### src/rtl/race_pkg.sv
// race_pkg: shared state encoding, widths and helpers for the race sequencer.
// RACE_PAUSE_EN widens the state code to 3 bits and adds ST_PAUSE.
package race_pkg;

`ifdef RACE_PAUSE_EN
   localparam int STATE_W = 3;
`else
   localparam int STATE_W = 2;
`endif

   localparam int COUNTDOWN_STEPS = 3;
   localparam int TIME_W          = 16;
   localparam int LAP_W           = 4;
   localparam int POS_W           = 11;

   typedef enum logic [STATE_W-1:0] {
      ST_IDLE      = STATE_W'(0),
      ST_COUNTDOWN = STATE_W'(1),
      ST_RACE      = STATE_W'(2),
`ifdef RACE_PAUSE_EN
      ST_FINISH    = STATE_W'(3),
      ST_PAUSE     = STATE_W'(4)
`else
      ST_FINISH    = STATE_W'(3)
`endif
   } state_t;

   function automatic logic [TIME_W-1:0] sat_inc(input logic [TIME_W-1:0] v);
      return (&v) ? v : v + TIME_W'(1);
   endfunction

endpackage

### src/rtl/race_sequencer_box_hit.sv
// box_hit: inclusive rectangle test on the car position, registered once,
// plus a one-cycle pulse on the registered entry into the box.
module box_hit
   import race_pkg::*;
#(
   parameter int X0 = 1,
   parameter int X1 = 2,
   parameter int Y0 = 1,
   parameter int Y1 = 2
) (
   input  logic             clk,
   input  logic             rst,
   input  logic [POS_W-1:0] xpos,
   input  logic [POS_W-1:0] ypos,
   output logic             hit,
   output logic             rise
);

   logic in_box;
   logic hit_d;

   assign in_box = (xpos >= POS_W'(X0)) && (xpos <= POS_W'(X1)) &&
                   (ypos >= POS_W'(Y0)) && (ypos <= POS_W'(Y1));

   // Register the compare and keep last cycle's value for edge detection.
   always_ff @(posedge clk or posedge rst) begin
      if (rst) begin
         hit   <= 1'b0;
         hit_d <= 1'b0;
      end else begin
         hit   <= in_box;
         hit_d <= hit;
      end
   end

   assign rise = hit & ~hit_d;

endmodule

### src/rtl/race_sequencer.sv
// race_sequencer: game-level FSM for countdown, lap counting, race timer and
// layer enables. Optional pause state behind RACE_PAUSE_EN.
module race_sequencer
   import race_pkg::*;
#(
   parameter int FPS    = 60,
   parameter int LAPS   = 3,
   parameter int FIN_X0 = 448,
   parameter int FIN_X1 = 575,
   parameter int FIN_Y0 = 600,
   parameter int FIN_Y1 = 615,
   parameter int CHK_X0 = 448,
   parameter int CHK_X1 = 575,
   parameter int CHK_Y0 = 100,
   parameter int CHK_Y1 = 115
) (
   input  logic               pclk,
   input  logic               rst,
   input  logic               frame_ended,
   input  logic               start_key,
`ifdef RACE_PAUSE_EN
   input  logic               pause_key,
`endif
   input  logic [10:0]        xpos,
   input  logic [10:0]        ypos,
   output logic               bg_visible,
   output logic               track_visible,
   output logic               player_visible,
   output logic               car_enable,
   output logic [STATE_W-1:0] state,
   output logic [1:0]         countdown,
   output logic [LAP_W-1:0]   lap_count,
   output logic [TIME_W-1:0]  race_time
);

   localparam int FRM_W = (FPS > 1) ? $clog2(FPS) : 1;

   state_t            st_q;
   state_t            st_n;
   logic [FRM_W-1:0]  frm_q;
   logic [FRM_W-1:0]  frm_n;
   logic [1:0]        cd_n;
   logic [LAP_W-1:0]  lap_n;
   logic [LAP_W-1:0]  lap_inc;
   logic [TIME_W-1:0] rt_n;
   logic              chk_q;
   logic              chk_n;
   logic              trk_n;
   logic              car_n;

   // Holds "key was low last cycle"; clears on reset so a held key is not a press.
   logic              key_rel_q;
   logic              press;

   logic              chk_hit;
   logic              chk_rise;
   logic              fin_hit;
   logic              fin_rise;
   logic              lap_done;
   logic              unused_hits;

`ifdef RACE_PAUSE_EN
   logic              pause_rel_q;
   logic              pause_press;
   assign pause_press = pause_key & pause_rel_q;
`endif

   assign press       = start_key & key_rel_q;
   assign lap_inc     = lap_count + LAP_W'(1);
   assign lap_done    = fin_rise & chk_q;
   assign unused_hits = chk_rise ^ fin_hit;
   assign state       = st_q;

   box_hit #(
      .X0 (CHK_X0),
      .X1 (CHK_X1),
      .Y0 (CHK_Y0),
      .Y1 (CHK_Y1)
   ) u_chk (
      .clk  (pclk),
      .rst  (rst),
      .xpos (xpos),
      .ypos (ypos),
      .hit  (chk_hit),
      .rise (chk_rise)
   );

   box_hit #(
      .X0 (FIN_X0),
      .X1 (FIN_X1),
      .Y0 (FIN_Y0),
      .Y1 (FIN_Y1)
   ) u_fin (
      .clk  (pclk),
      .rst  (rst),
      .xpos (xpos),
      .ypos (ypos),
      .hit  (fin_hit),
      .rise (fin_rise)
   );

   // State, counters and registered outputs.
   always_ff @(posedge pclk or posedge rst) begin
      if (rst) begin
         st_q           <= ST_IDLE;
         bg_visible     <= 1'b1;
         track_visible  <= 1'b0;
         player_visible <= 1'b0;
         car_enable     <= 1'b0;
         countdown      <= 2'd0;
         lap_count      <= '0;
         race_time      <= '0;
         chk_q          <= 1'b0;
         key_rel_q      <= 1'b0;
         frm_q          <= '0;
`ifdef RACE_PAUSE_EN
         pause_rel_q    <= 1'b0;
`endif
      end else begin
         st_q           <= st_n;
         bg_visible     <= 1'b1;
         track_visible  <= trk_n;
         player_visible <= trk_n;
         car_enable     <= car_n;
         countdown      <= cd_n;
         lap_count      <= lap_n;
         race_time      <= rt_n;
         chk_q          <= chk_n;
         key_rel_q      <= ~start_key;
         frm_q          <= frm_n;
`ifdef RACE_PAUSE_EN
         pause_rel_q    <= ~pause_key;
`endif
      end
   end

   // Next-state and next-value logic for the whole sequencer.
   always_comb begin
      st_n  = st_q;
      cd_n  = countdown;
      frm_n = frm_q;
      lap_n = lap_count;
      rt_n  = race_time;
      chk_n = chk_q;
      unique case (st_q)
         ST_IDLE: begin
            if (press) begin
               st_n  = ST_COUNTDOWN;
               cd_n  = 2'(COUNTDOWN_STEPS);
               frm_n = '0;
               lap_n = '0;
               rt_n  = '0;
               chk_n = 1'b0;
            end
         end
         ST_COUNTDOWN: begin
            if (frame_ended) begin
               if (frm_q == FRM_W'(FPS - 1)) begin
                  frm_n = '0;
                  if (countdown == 2'd1) begin
                     cd_n = 2'd0;
                     st_n = ST_RACE;
                  end else begin
                     cd_n = countdown - 2'd1;
                  end
               end else begin
                  frm_n = frm_q + FRM_W'(1);
               end
            end
         end
         ST_RACE: begin
            if (chk_hit) begin
               chk_n = 1'b1;
            end
            // Finish test uses the flag as it was before this cycle's set.
            if (lap_done) begin
               lap_n = lap_inc;
               chk_n = 1'b0;
            end
            if (lap_done && (lap_inc == LAP_W'(LAPS))) begin
               st_n = ST_FINISH;
            end else begin
               if (frame_ended) begin
                  rt_n = sat_inc(race_time);
               end
`ifdef RACE_PAUSE_EN
               if (pause_press) begin
                  st_n = ST_PAUSE;
               end
`endif
            end
         end
         ST_FINISH: begin
            if (press) begin
               st_n = ST_IDLE;
            end
         end
`ifdef RACE_PAUSE_EN
         ST_PAUSE: begin
            if (press) begin
               st_n = ST_IDLE;
            end else if (pause_press) begin
               st_n = ST_RACE;
            end
         end
`endif
         default: begin
            st_n = ST_IDLE;
         end
      endcase
      trk_n = (st_n != ST_IDLE);
      car_n = (st_n == ST_RACE);
   end

endmodule
### config.mk
export PLATFORM = sky130hd
export DESIGN_NAME = race_sequencer
export DESIGN_NICKNAME = d
export VERILOG_FILES = /design/src/rtl/race_pkg.sv /design/src/rtl/race_sequencer_box_hit.sv /design/src/rtl/race_sequencer.sv
export SDC_FILE = /design/constraint.sdc
export NUM_CORES = 1
export LEC_CHECK = 0
export CAP_MARGIN = 20
export CORE_MARGIN = 8
export CORE_UTILIZATION = 49
export DETAILED_ROUTE_END_ITERATION = 12
export HOLD_SLACK_MARGIN = 0.08
export PLACE_DENSITY_LB_ADDON = 0.15
export SYNTH_ARGS = -nofsm -noshare
export SYNTH_HDL_FRONTEND = slang
export SYNTH_HIERARCHICAL = 1
export SYNTH_SLANG_ARGS = --single-unit
### constraint.sdc
create_clock -name pclk -period 2.7 [get_ports pclk]
set_clock_uncertainty 0.2 [all_clocks]
set_input_delay 0.27 -clock pclk [delete_from_list [all_inputs] [get_ports pclk]]
set_output_delay 0.27 -clock pclk [all_outputs]
set_load 0.05 [all_outputs]
* Word-level counts from Yosys, hierarchy flattened
Index checks and enable logic that the tools add are counted.
Storage, ports and cells: output and inout port bits 28, word-level logic and storage cells 86, flip-flop bits (word level) 37, bits of input ports 26
Operators by class: bitwise gates (word level) 5, multiplexer cells 28, order comparisons 6, add/sub/neg operators 4, reductions and logical operators 16, eq/ne operators 15
Operator list (number):
- $mux W16 | 4
- $pmux W16 S2 | 1
- $le A11 B10 Y1 const B | 2
- $mux W2 | 10
- $mux W6 | 3
- $add A16 B1 Y16 const B | 1
- $reduce_and A16 Y1 | 1
- $ne A2 B2 Y1 const B | 7
- $pmux W6 S2 | 1
- $ge A11 B10 Y1 const B | 1
- $ge A11 B7 Y1 const B | 1
- $ge A11 B9 Y1 const B | 1
- $le A11 B7 Y1 const B | 1
- $reduce_and A3 Y1 | 3
- $mux W4 | 2
- $pmux W2 S4 | 1
- $pmux W4 S2 | 1
- $add A6 B1 Y6 const B | 1
- $eq A2 B2 Y1 const B | 3
- $eq A6 B6 Y1 const B | 1
- $logic_and A1 B1 Y1 | 6
- $reduce_bool A2 Y1 | 3
- $reduce_and A5 Y1 | 1
- $add A4 B1 Y4 const B | 1
- other kinds (11) | 17

* Depth between registers and ports, before layout
word-level depth 7, mapped depth 7, gate-level depth less buffers 6

* Modules after synthesis
The synthesis kept the hierarchy.
Modules (own cells, without submodules):
- race_sequencer | cells an instance 201, times used 1, area each 1909.3 um^2
- box_hit (u_fin) | cells an instance 11, times used 1, area each 131.4 um^2
- box_hit (u_chk) | cells an instance 12, times used 1, area each 120.1 um^2

* Worst setup path after synthesis
Ideal clock, no wire load.
path kind register to register, from register race_time[0], to register race_time[5], path buffers 1, path slack 0.299 ns, stages on the path, launching flop included 8, data required time 2.353 ns, clock period less this slack 2.401 ns, arrival time 2.054 ns, cells stage by stage dfrtp_1 -> ha_1 -> nand3_1 -> or2_1 -> nor3_4 -> nand4b_2 -> buf_6 -> o31ai_1
On the way: word-level cells in the longest chain between the ends 5
RTL lines:
- from (decl) | line race_sequencer.sv:33 | output logic [TIME_W-1:0] race_time
- from (signal assigned) | line race_sequencer.sv:127 | race_time <= rt_n;
- $add A16 B1 Y16 | line race_pkg.sv:29 | return (&v) ? v : v + TIME_W'(1);
- $mux W16 | line race_pkg.sv:29
- $mux W16 | line race_sequencer.sv:183 | if (frame_ended) begin
- $mux W16 | line race_sequencer.sv:180 | if (lap_done && (lap_inc == LAP_W'(LAPS))) begin
- $pmux W16 S2 | line race_sequencer.sv:145 | unique case (st_q)
Parallel ways exist; a longest one is shown, timed or not. The select of a mux whose other input is x is not followed. A chain may end at the register's enable or synchronous reset.

* Worst setup path after layout
from register race_time[0], to register race_time[6]
The elaborated chain is that of the path after synthesis.

==> qor.txt <==
static leakage - 1.12 nW
Detailed Route WL - 4.78 mm
P_int - 0.926 mW
Final ANT Viol Nets - 0
power share of the combinational group - 22.1%
dpl ws - 373 ps
vias in the first global route - 1789
Setup CP Type - register to register
CTS buffer count - 5
fin util - 63.2%
Mapped Avg Cell Area - 9.59 um2
DR vias - 1849
hold path start - u_fin/hit
Syn Std Cell Area - 0.00213 mm2
syn_nets - 253
FF-to-FF path depth - 6
drt first-iter violations - 111
Reg2Reg Setup Slack - 360 ps
Layout Cells excl Fill - 321
number of antenna violations at the first check in global routing - 0
crit path launch type - register
final setup margin - 363 ps
Total Nets Final - 299
grt ovf - 0
CTS Sinks - 37
worst r2r src - race_time[0]
Seq pwr share - 50.0%
Core Area - 0.00426 mm2
final routed DRC violation total - 0
final hold vios - 0
layout cells sized above 1 - 8.18%
largest net degree at the start of global routing - 35
data required time of the worst path - 2670 ps
maxcap violations - 0
switching power - 0.423 mW
GRT Overall Usage - 15.4%
antenna diode count - 0
overall power - 1.35 mW
DRT Pass-1 Iters - 4
fin crit period - 2340 ps
Post-Syn Instances - 222
IO buf count - 44
setup TNS - 0 ps
unrepaired setup endpoints after global routing - no
HP Class - register to register
Final Instance Area - 0.00270 mm2
critical path capture point type - register
IO Pins - 54
hold path endpoint - u_fin/hit_d
clk slew on worst S/H paths - 70 ps
GP Congestion - 0.772
via/cell ratio - 5.76
Switching Fraction - 31.3%
FP Rows - 24
FMAX - 428 MHz
post-CTS setup buffer count - 0
clock share of power - 27.9%
peak supply drop - 0.228 mV
first-pass GRT wire length - 8.31 mm
Tcrit/Tclk final - 86.6%
dpl cells - 312
worst-skew pair later-pin latency - 290 ps
worst-margin pin slew - 584 ps
critical path peak fanout - 13
DR WL/cell - 14.9 um
Rel. slew slack - 61.0%
H-tree Lvls - 2
Filler cells - 378
Die Width - 81.9 um
DP Wirelength - 3.36 mm
hold path cells - 0
final setup violation count - 0
Clock Tree Buf Depth - 2
WP data arrival - 2310 ps
die height - 81.9 um
die area - 0.00671 mm2
power density over the cells - 501 mW/mm2
Area after DPL - 0.00260 mm2
Initial Util - 49.9%
Hold WS - 171 ps
R2R Path End - race_time[6]
CTS root buf - clkbuf_8
Slew Limit Fails - 0
status - finished clean
Area growth, synth to finish - 26.6%
synth warn - 6
CTS tree - built
## power groups by stage
stage	clock (mW)	sequential (mW)	combinational, mW
after detailed placement	0	0.685	0.298
after global placement	0	0.682	0.291
after floorplan	0	0.736	0.139
after global routing	0.408	0.685	0.332
final	0.377	0.674	0.298
after CTS	0.385	0.674	0.303
## per-layer routing
| metal | GRT usage [%] | share of wire (%) |
|---|---|---|
| met5 | 0 | 0 |
| met1 | 20.4 | 47 |
| met3 | 4.49 | 5.0 |
| met2 | 24.3 | 47 |
| met4 | 3.16 | 0.65 |
## cell type report
| type | instances | area [um2] | share of cell area (%) |
|---|---|---|---|
| Clock inverter | 2 | 10.0 | 0.371 |
| Inverter | 7 | 26.3 | 0.975 |
| Multi-Input combinational cell | 168 | 1110 | 41.4 |
| Timing Repair Buffer | 49 | 480 | 17.8 |
| Clock buffer | 6 | 72.6 | 2.69 |
| Tap cell | 52 | 65.1 | 2.41 |
| Sequential cell | 37 | 926 | 34.4 |
## cells in the final DEF, fill, tap and decap left out, types with 2 or more instances in the layout
cell type        count
nand2_1             19
nand4_1              3
o21a_1               2
nand3_1             11
xor2_1               3
clkdlybuf4s50_1     44
dfrtp_1             37
a21oi_1              8
nand3b_1             2
nor2_1              16
buf_4                4
and3_1               4
a31oi_1              4
clkinv_2             2
ha_1                 5
o21ai_1              8
and2_1               2
nor4_2               2
o21ai_0              7
nor3b_1              2
nor2b_1              5
xnor2_1              4
inv_1                7
o31ai_1             23
nor3_1               3
o41ai_1              2
nand2b_1             3
and4b_1              2
clkbuf_8             5
## flip-flops by register name, indices dropped and copies added (netlist names)
signal,cells
car_enable,1
countdown,2
lap_count,4
frm_q,6
u_fin/hit,1
player_visible,1
u_fin/hit_d,1
chk_q,1
u_chk/hit,1
state,2
race_time,16
key_rel_q,1
## worst max-delay path by stage
stage | slack (ps) | end | from
CTS | 380 | race_time[6] | race_time[0]
finish | 360 | race_time[6] | race_time[0]
global route | 260 | race_time[6] | race_time[0]
detailed placement | 370 | race_time[6] | race_time[0]
floorplan | 300 | race_time[5] | race_time[0]
global placement | 470 | frm_q[5] | start_key
## critical path, cell delays in order (launching register included)
cell and delay, ps:
dfrtp_1 440, ha_1 250, nand3_1 220, or2_1 210
nor3_4 50, nand4b_2 450, o41ai_1 400
## what timing repair did
action | CTS | global route
hold buffers | 1 | 0
resized for setup | 0 | 0
endpoints found under the hold margin | 3 | 0
(Power assumes the default switching activity.)
